$ cat config.mk
export PLATFORM = sky130hd
export DESIGN_NAME = btn_sw_conditioner
export DESIGN_NICKNAME = d
export VERILOG_FILES = /design/src/rtl/btn_sw_conditioner.sv
export SDC_FILE = /design/constraint.sdc
export NUM_CORES = 1
export LEC_CHECK = 0
export BUFFER_PORTS_ARGS = -buffer_cell sky130_fd_sc_hd__buf_2
export CORE_UTILIZATION = 41
export CTS_BUF_LIST = sky130_fd_sc_hd__clkbuf_4 sky130_fd_sc_hd__clkbuf_8
export CTS_CLUSTER_SIZE = 30
export DETAILED_ROUTE_END_ITERATION = 8
export GPL_TIMING_DRIVEN = 0
export PLACE_DENSITY_LB_ADDON = 0.25
export SETUP_SLACK_MARGIN = 0.02
export SLEW_MARGIN = 20
export SYNTH_ARGS = -nofsm -noshare
export SYNTH_HDL_FRONTEND = slang
export SYNTH_SLANG_ARGS = --single-unit
export TNS_END_PERCENT = 10
$ cat constraint.sdc
create_clock -name clk -period 12.3 [get_ports clk]
set_input_delay 2.46 -clock clk [delete_from_list [all_inputs] [get_ports clk]]
set_output_delay 2.46 -clock clk [all_outputs]
set_load 0.05 [all_outputs]
$ cat src/rtl/btn_sw_conditioner.sv
// Debounces raw buttons/switches into clean levels, single-cycle press pulses and a validated card pick.
// Latency: 2 sync + DEBOUNCE_CYCLES edges to levels, +1 to sel_valid/sel_index; no backpressure, pulses are fire-and-forget.
module btn_sw_conditioner #(
    parameter int DEBOUNCE_CYCLES = 1000000
) (
    input  logic       clk,
    input  logic       reset,
    input  logic [4:0] btn_raw,
    input  logic [8:0] sw_raw,
    input  logic [8:0] card_mask,
    output logic [4:0] btn_level,
    output logic [4:0] btn_pulse,
    output logic [8:0] sel_card,
    output logic       sel_valid,
    output logic [3:0] sel_index
);
    localparam int CW = $clog2(DEBOUNCE_CYCLES + 1);
    localparam logic [CW-1:0] CNT_LAST = CW'(DEBOUNCE_CYCLES - 1);

    logic [4:0]    btn_s1, btn_s2;
    logic [8:0]    sw_s1, sw_s2, sw_prev;
    logic [1:0]    fill;
    logic [4:0]    armed;
    logic [CW-1:0] btn_cnt [5];
    logic [CW-1:0] sw_cnt;

    logic [4:0]    btn_take, btn_cand, btn_win;
    logic          sw_restart, sw_take;
    logic [CW-1:0] sw_cnt_eff;
    logic          card_onehot, valid_nxt;
    logic [3:0]    card_pos;

    // fill marks when s2 holds a genuine pin sample rather than the reset zero
    always_ff @(posedge clk or posedge reset) begin
        if (reset) begin
            btn_s1  <= '0;
            btn_s2  <= '0;
            sw_s1   <= '0;
            sw_s2   <= '0;
            sw_prev <= '0;
            fill    <= '0;
        end else begin
            btn_s1  <= btn_raw;
            btn_s2  <= btn_s1;
            sw_s1   <= sw_raw;
            sw_s2   <= sw_s1;
            sw_prev <= sw_s2;
            if (fill != 2'd2) fill <= fill + 2'd1;
        end
    end

    always_comb begin
        btn_take = '0;
        for (int i = 0; i < 5; i++)
            btn_take[i] = (btn_s2[i] != btn_level[i]) && (btn_cnt[i] == CNT_LAST);
        btn_cand = btn_take & btn_s2 & armed;
        btn_win  = btn_cand & (~btn_cand + 5'd1);
    end

    always_ff @(posedge clk or posedge reset) begin
        if (reset) begin
            for (int i = 0; i < 5; i++) btn_cnt[i] <= '0;
            btn_level <= '0;
            btn_pulse <= '0;
            armed     <= '0;
        end else begin
            for (int i = 0; i < 5; i++) begin
                if ((btn_s2[i] == btn_level[i]) || btn_take[i])
                    btn_cnt[i] <= '0;
                else
                    btn_cnt[i] <= btn_cnt[i] + 1'b1;
                if (btn_take[i]) btn_level[i] <= btn_s2[i];
            end
            btn_pulse <= btn_win;
            if (fill == 2'd2) armed <= armed | ~btn_s2;
        end
    end

    // a new switch pattern counts its first stable cycle from zero
    always_comb begin
        sw_restart = (sw_s2 != sw_prev);
        sw_cnt_eff = sw_restart ? '0 : sw_cnt;
        sw_take    = (sw_s2 != sel_card) && (sw_cnt_eff == CNT_LAST);
    end

    always_comb begin
        card_onehot = (sel_card != '0) && ((sel_card & (sel_card - 9'd1)) == '0);
        card_pos    = '0;
        for (int k = 0; k < 9; k++)
            if (sel_card[k]) card_pos = 4'(k);
        valid_nxt = card_onehot && ((sel_card & card_mask) != '0);
    end

    always_ff @(posedge clk or posedge reset) begin
        if (reset) begin
            sw_cnt    <= '0;
            sel_card  <= '0;
            sel_valid <= 1'b0;
            sel_index <= '0;
        end else begin
            if (sw_s2 == sel_card) begin
                sw_cnt <= '0;
            end else if (sw_take) begin
                sel_card <= sw_s2;
                sw_cnt   <= '0;
            end else begin
                sw_cnt <= sw_cnt_eff + 1'b1;
            end
            sel_valid <= valid_nxt;
            sel_index <= valid_nxt ? card_pos : 4'd0;
        end
    end
endmodule

==> impl_metrics.yaml, run 1 <==
finish:
  fin_util_pct: 46.8
  layout_common_cells: "188 x dfrtp_1, 140 x nor2_1, 72 x xor2_1"
  num_antenna_cells: 0
  layout_commonest_cell: "dfrtp_1"
  layout.nets: 883
  nFillCells: 1903
  syn2layout_area_growth_pct: 12.2
  drive_gt1_share_pct: 14.7
sta:
  skew_ns: 0.0133
  relSlewSlack_pct: 59.0
  setup_viol: 0
  setup_tns_ns: 0
  fmax_mhz: 268
  finalCritPeriodShare_pct: 30.4
  grt_setup_unrepaired: "no"
  finalCriticalPeriod_ns: 3.74
  max_slew.worst_pin.slew_ns: 0.609
  slew_viol_final: 0
  finalHoldViolations: 0
synth:
  ys.flop_type: "dfrtp_1"
  netlist.area_leader.share_pct: 55.7
  synth_area_um2: 8440
  async_reset_ff_share_pct: 100
  synth_seq_cells: 188
  synth_area_leaders: "dfrtp_1 56%, xor2_1 7.5%, nor2_1 6.2%"
  yosysWarnings: 0
  yosys.cell_types.count: 53
  synth_nets: 814
  synth_edf_count: 0
  ys_seq_area_share_pct: 55.7
  avgSynthCellArea_um2: 10.8
  yosysTopAreaCell: "dfrtp_1"
  synthCells: 782
grt:
  grt_max_degree: 70
  antenna_found_initial: 0
  grt_pass1_wl_um: 26000
  grt_util_all_layers_pct: 15.0
  grt_pass1_vias: 5556
  gr-total-overflow: 0
setup_path:
  crit_required_ns: 9.84
  crit_arrival_ns: 1.28
  slowest_delay_ns: 0.50
  crit_path_start_kind: "flip-flop"
  crit_family: "flip-flops"
  worstSetupEndpointType: "output port"
  critical_path_class: "flip-flop to output port"
  reg2reg_slack_ns: 9.24
  worst-path-buf-inv: 1
  crit_slowest_cell: "dfrtp_1"
  path_max_fanout: 8
  crit_chain: "buf_2"
drt:
  wl_per_cell_um: 12.9
  drc_errors: 0
  wl_um: 14600
  num_vias: 5531
  via_per_inst: 4.88
  first_iter_violations: 207
  dr.pass1.iters: 4
  ant_nets: 0
run:
  drv_cap: 0
placement:
  io_buffers: 48
  gp_congestion: 0.798
  dp_hpwl_um: 10100
floorplanning:
  dieArea_um2: 21200
  die_x_um: 146
  coreArea_um2: 20200
  rows: 52
  die_h_um: 146
  start_util_pct: 41.7
  io_pins: 49
pwr:
  vdd.ir_drop.worst_uv: 80.1
  power_density_nw_per_um2: 114
  p_leak_nw: 4.14
clock_network:
  htreeDepth: 4
  cts.path.max_buffers: 2
  cts_sinks: 188
  post_cts_buffers: 0
  cts_tree: "done"
  clock_latency_ns: 0.46
  root_buffer: "clkbuf_8"
  post_cts_resized: 0
  cts_buffers: 17
  clk_transition_reported_paths_ns: 0.09
  ctsHoldBuffers: 0
outcome:
  status: "finished clean"
hold_path:
  hold_class: "flip-flop to flip-flop"
==> synthesized netlist by cell type, types with 2 or more instances <==
| cell | number |
|---|---|
| dfrtp_1 | 188 |
| or2_2 | 3 |
| and4_1 | 14 |
| xnor2_1 | 59 |
| nor4_4 | 2 |
| xor2_1 | 72 |
| ha_1 | 7 |
| inv_1 | 26 |
| nand4b_1 | 4 |
| buf_4 | 5 |
| and3_1 | 13 |
| or4_1 | 4 |
| nor4b_1 | 5 |
| and2_1 | 5 |
| mux2_2 | 14 |
| nor4_1 | 15 |
| nor2_1 | 140 |
| a21o_1 | 5 |
| buf_2 | 6 |
| and2_2 | 2 |
| nand3b_1 | 5 |
| nand2_1 | 36 |
| nor2b_1 | 4 |
| a21oi_1 | 4 |
| nand2b_1 | 2 |
| nand4_1 | 27 |
| clkbuf_1 | 8 |
| nor4_2 | 5 |
| nor3_1 | 17 |
| or2_1 | 2 |
| maj3_1 | 2 |
| nand3_1 | 56 |
| nor3b_1 | 2 |
| o21ai_0 | 4 |
==> power by group <==
| group | internal (mW) | switching, mW | total [mW] |
|---|---|---|---|
| Clock | 0.195 | 0.212 | 0.407 |
| Sequential | 0.628 | 0.00923 | 0.637 |
| Combinational | 0.0142 | 0.0256 | 0.0398 |
==> layer usage <==
metal	share of wire [%]	wire, µm	vias up	GRT usage, %
met5	0	0	-	0
met4	0.83	121	0	3.95
met3	2.9	426	9	3.82
met2	46	6710	55	24.0
met1	50	7380	2676	20.4
li1	-	-	2791	-
==> metrics by stage <==
step / hold WS [ns] / std cells / setup WS, ns / area (µm²) / total power, mW
floorplan: 0.331 / 782 / 4.73 / 8440 / 0.675
global placement: 0.333 / 1100 / 2.58 / 9020 / 0.688
detailed placement: 0.335 / 1102 / 8.73 / 9080 / 0.691
CTS: 0.357 / 1134 / 8.51 / 9480 / 1.10
global route: 0.357 / 1134 / 8.47 / 9480 / 1.13
finish: 0.354 / 1134 / 8.56 / 9480 / 1.08
==> layout make-up <==
type | count | area (µm²) | share of cell area, %
Buffer | 19 | 97.6 | 1.03
Tap cell | 270 | 338 | 3.57
Multi-Input combinational cell | 549 | 3540 | 37.4
Timing Repair Buffer | 50 | 295 | 3.12
Clock buffer | 21 | 277 | 2.92
Clock inverter | 11 | 115 | 1.21
Inverter | 26 | 105 | 1.11
Sequential cell | 188 | 4700 | 49.7
==> logic make-up after synthesis <==
kind of cell,after synthesis,synth area share (%)
adder cells (fa/ha/maj),9,1.27
buffers and inverters,45,2.31
multiplexers,14,1.87
flip-flops,188,55.7
AND/OR/NAND/NOR,371,23.1
XOR/XNOR,131,13.6
AO/OA/AOI/OAI,24,2.09
==> sequential cells by signal (all words and copies together), names as in the netlist <==
register	cells
btn_level	5
btn_pulse	5
sw_prev	9
sw_cnt	20
btn_cnt	100
sel_valid	1
btn_s2	5
armed	5
sel_index	4
sel_card	9
btn_s1	5
fill	2
sw_s2	9
sw_s1	9
==> path summary, 6_finish.rpt <==
check / to / from / depth (start not counted)
worst max-delay path: sel_card[7] / sel_card[7]$_DFFE_PP0P_ / 1
worst min-delay path: btn_s2[1]$_DFF_PP0_ / btn_s1[1]$_DFF_PP0_ / 0
worst max register to register: sw_cnt[18]$_DFF_PP0_ / sw_s2[0]$_DFF_PP0_ / 11
worst min register to register: btn_s2[1]$_DFF_PP0_ / btn_s1[1]$_DFF_PP0_ / 0
max in group asynchronous: btn_cnt[33]$_DFF_PP0_ / reset / 4
min in group asynchronous: sw_cnt[7]$_DFF_PP0_ / reset / 2
Note: power is estimated with default switching activity, not from simulation.
==> run 2, diff against run 1 <==
==> constraint.sdc (replaced) <==
create_clock -name clk -period 3 [get_ports clk]
set_input_delay 0.6 -clock clk [delete_from_list [all_inputs] [get_ports clk]]
set_output_delay 0.6 -clock clk [all_outputs]
set_load 0.05 [all_outputs]
==> run 2 against run 1 <==
- wire length is 0.80% higher
- global-route usage is 0.10 points higher
- cell count is 0.44% higher
- sequential cell count stayed put
- largest cell class unchanged
==> impl_metrics.yaml, run 2 (synthesis gave the netlist of run 1 again) <==
setup_path:
  crit_arrival_ns: 3.09
  path_max_fanout: 10
  critical_path_class: "flip-flop to flip-flop"
  worstSetupEndpointType: "flip-flop"
  crit_required_ns: 3.36
  crit_path_start_kind: "flip-flop"
finish:
  fin_util_pct: 47.4
  layout.nets: 888
  seqCellArea_um2: 4700
  num_antenna_cells: 0
  nFillCells: 1895
  largest_reg_flops: 100
  finalNonFillerCells: 1139
  layout_common_cells: "188 x dfrtp_1, 140 x nor2_1, 72 x xor2_1"
  post-route-cell-area_um2: 9590
  multi_input_area_um2: 3540
  syn2layout_area_growth_pct: 13.6
  drive_gt1_share_pct: 15.3
  top_regs: "btn_cnt (100), sw_cnt (20)"
  top_register: "btn_cnt"
  layout_commonest_cell: "dfrtp_1"
sta:
  setup_viol: 0
  finalCritPeriodShare_pct: 90.8
  finalCriticalPeriod_ns: 2.72
  finalHoldViolations: 0
  finalWorstSetupSlack_ns: 0.276
  skew_ns: 0.0102
  slew_viol_final: 0
  hold_ws_ns: 0.182
  relSlewSlack_pct: 57.0
  grt_setup_unrepaired: "no"
  setup_tns_ns: 0
  max_slew.worst_pin.slew_ns: 0.639
  fmax_mhz: 367
placement:
  io_buffers: 48
  placedCellCount: 1106
  dp_hpwl_um: 10600
  place_area_um2: 9160
  place_ws_ns: -0.108
  gp_congestion: 0.774
outcome:
  status: "finished clean"
pwr:
  power_density_nw_per_um2: 473
  p_leak_nw: 4.18
  vdd.ir_drop.worst_uv: 290
  total_power_mw: 4.53
grt:
  grt_util_all_layers_pct: 15.1
  grt_max_degree: 34
  antenna_found_initial: 0
  grt_pass1_vias: 5551
  gr-total-overflow: 0
  grt_pass1_wl_um: 26000
drt:
  dr.pass1.iters: 4
  num_vias: 5572
  wl_per_cell_um: 13.0
  via_per_inst: 4.89
  ant_nets: 0
  drc_errors: 0
  wl_um: 14800
  first_iter_violations: 222
hold_path:
  hold_class: "input pin to asynchronous set/reset pin"
clock_network:
  ctsHoldBuffers: 0
  cts.path.max_buffers: 2
  cts_buffers: 17
  cts_tree: "done"
  root_buffer: "clkbuf_8"
  htreeDepth: 4
  clock_latency_ns: 0.47
  cts_sinks: 188
  clk_transition_reported_paths_ns: 0.10
floorplanning:
  die_h_um: 146
  dieArea_um2: 21200
  rows: 52
  die_x_um: 146
  start_util_pct: 41.7
  io_pins: 49
  coreArea_um2: 20200
run:
  drv_cap: 0
[run 2: path summary, 6_finish.rpt]
path                                         end  depth (start not counted)  slack, ns               start
setup / recovery            sw_cnt[18]$_DFF_PP0_                         11       0.28  sw_s2[3]$_DFF_PP0_
max in group asynchronous    sw_cnt[2]$_DFF_PP0_                          5       1.88               reset
hold / removal             btn_cnt[92]$_DFF_PP0_                          2       0.18               reset
min in group clk              sw_s1[3]$_DFF_PP0_                          1       0.23           sw_raw[3]
setup reg to reg            sw_cnt[18]$_DFF_PP0_                         11       0.28  sw_s2[3]$_DFF_PP0_
hold reg to reg               sw_s2[2]$_DFF_PP0_                          0       0.36  sw_s1[2]$_DFF_PP0_
[run 2: layout make-up]
cell class                 instances  share of cell area, %
multi-input combinational        549                   37.0
buffer                            19                   1.04
clock buffer                      19                   2.73
sequential                       188                   49.1
timing repair buffer              55                   3.99
tap                              270                   3.52
inverter                          26                   1.06
clock inverter                    13                   1.62
[run 2: power breakdown]
group / switching (mW) / leakage [nW] / internal (mW)
clock: 0.935 / 0.208 / 0.808
sequential: 0.0380 / 2.49 / 2.57
combinational: 0.108 / 1.48 / 0.0686
[run 2: critical path, stage by stage, from the launching register on]
cell	delay, ns
dfrtp_1	0.45
xnor2_1	0.19
nand4_1	0.15
nor4_4	0.27
and2_2	0.19
ha_1	0.19
nand3_1	0.15
nor2_1	0.18
and4_2	0.30
nand3b_2	0.22
clkbuf_4	0.25
nor2_1	0.07
[run 2: per-layer routing]
metal	vias up	part of all wire, %	GRT usage (%)
li1	2799	-	-
met1	2688	49	19.6
met4	0	1.4	5.47
met2	68	47	24.6
met5	-	0	0
met3	17	3.2	3.76
[run 2: repair_timing]
| action | CTS | global route |
|---|---|---|
| setup endpoints to repair | 19 | 10 |
| setup buffers | 1 | 0 |
| pin swaps | 1 | 0 |
| resized for setup | 0 | 2 |
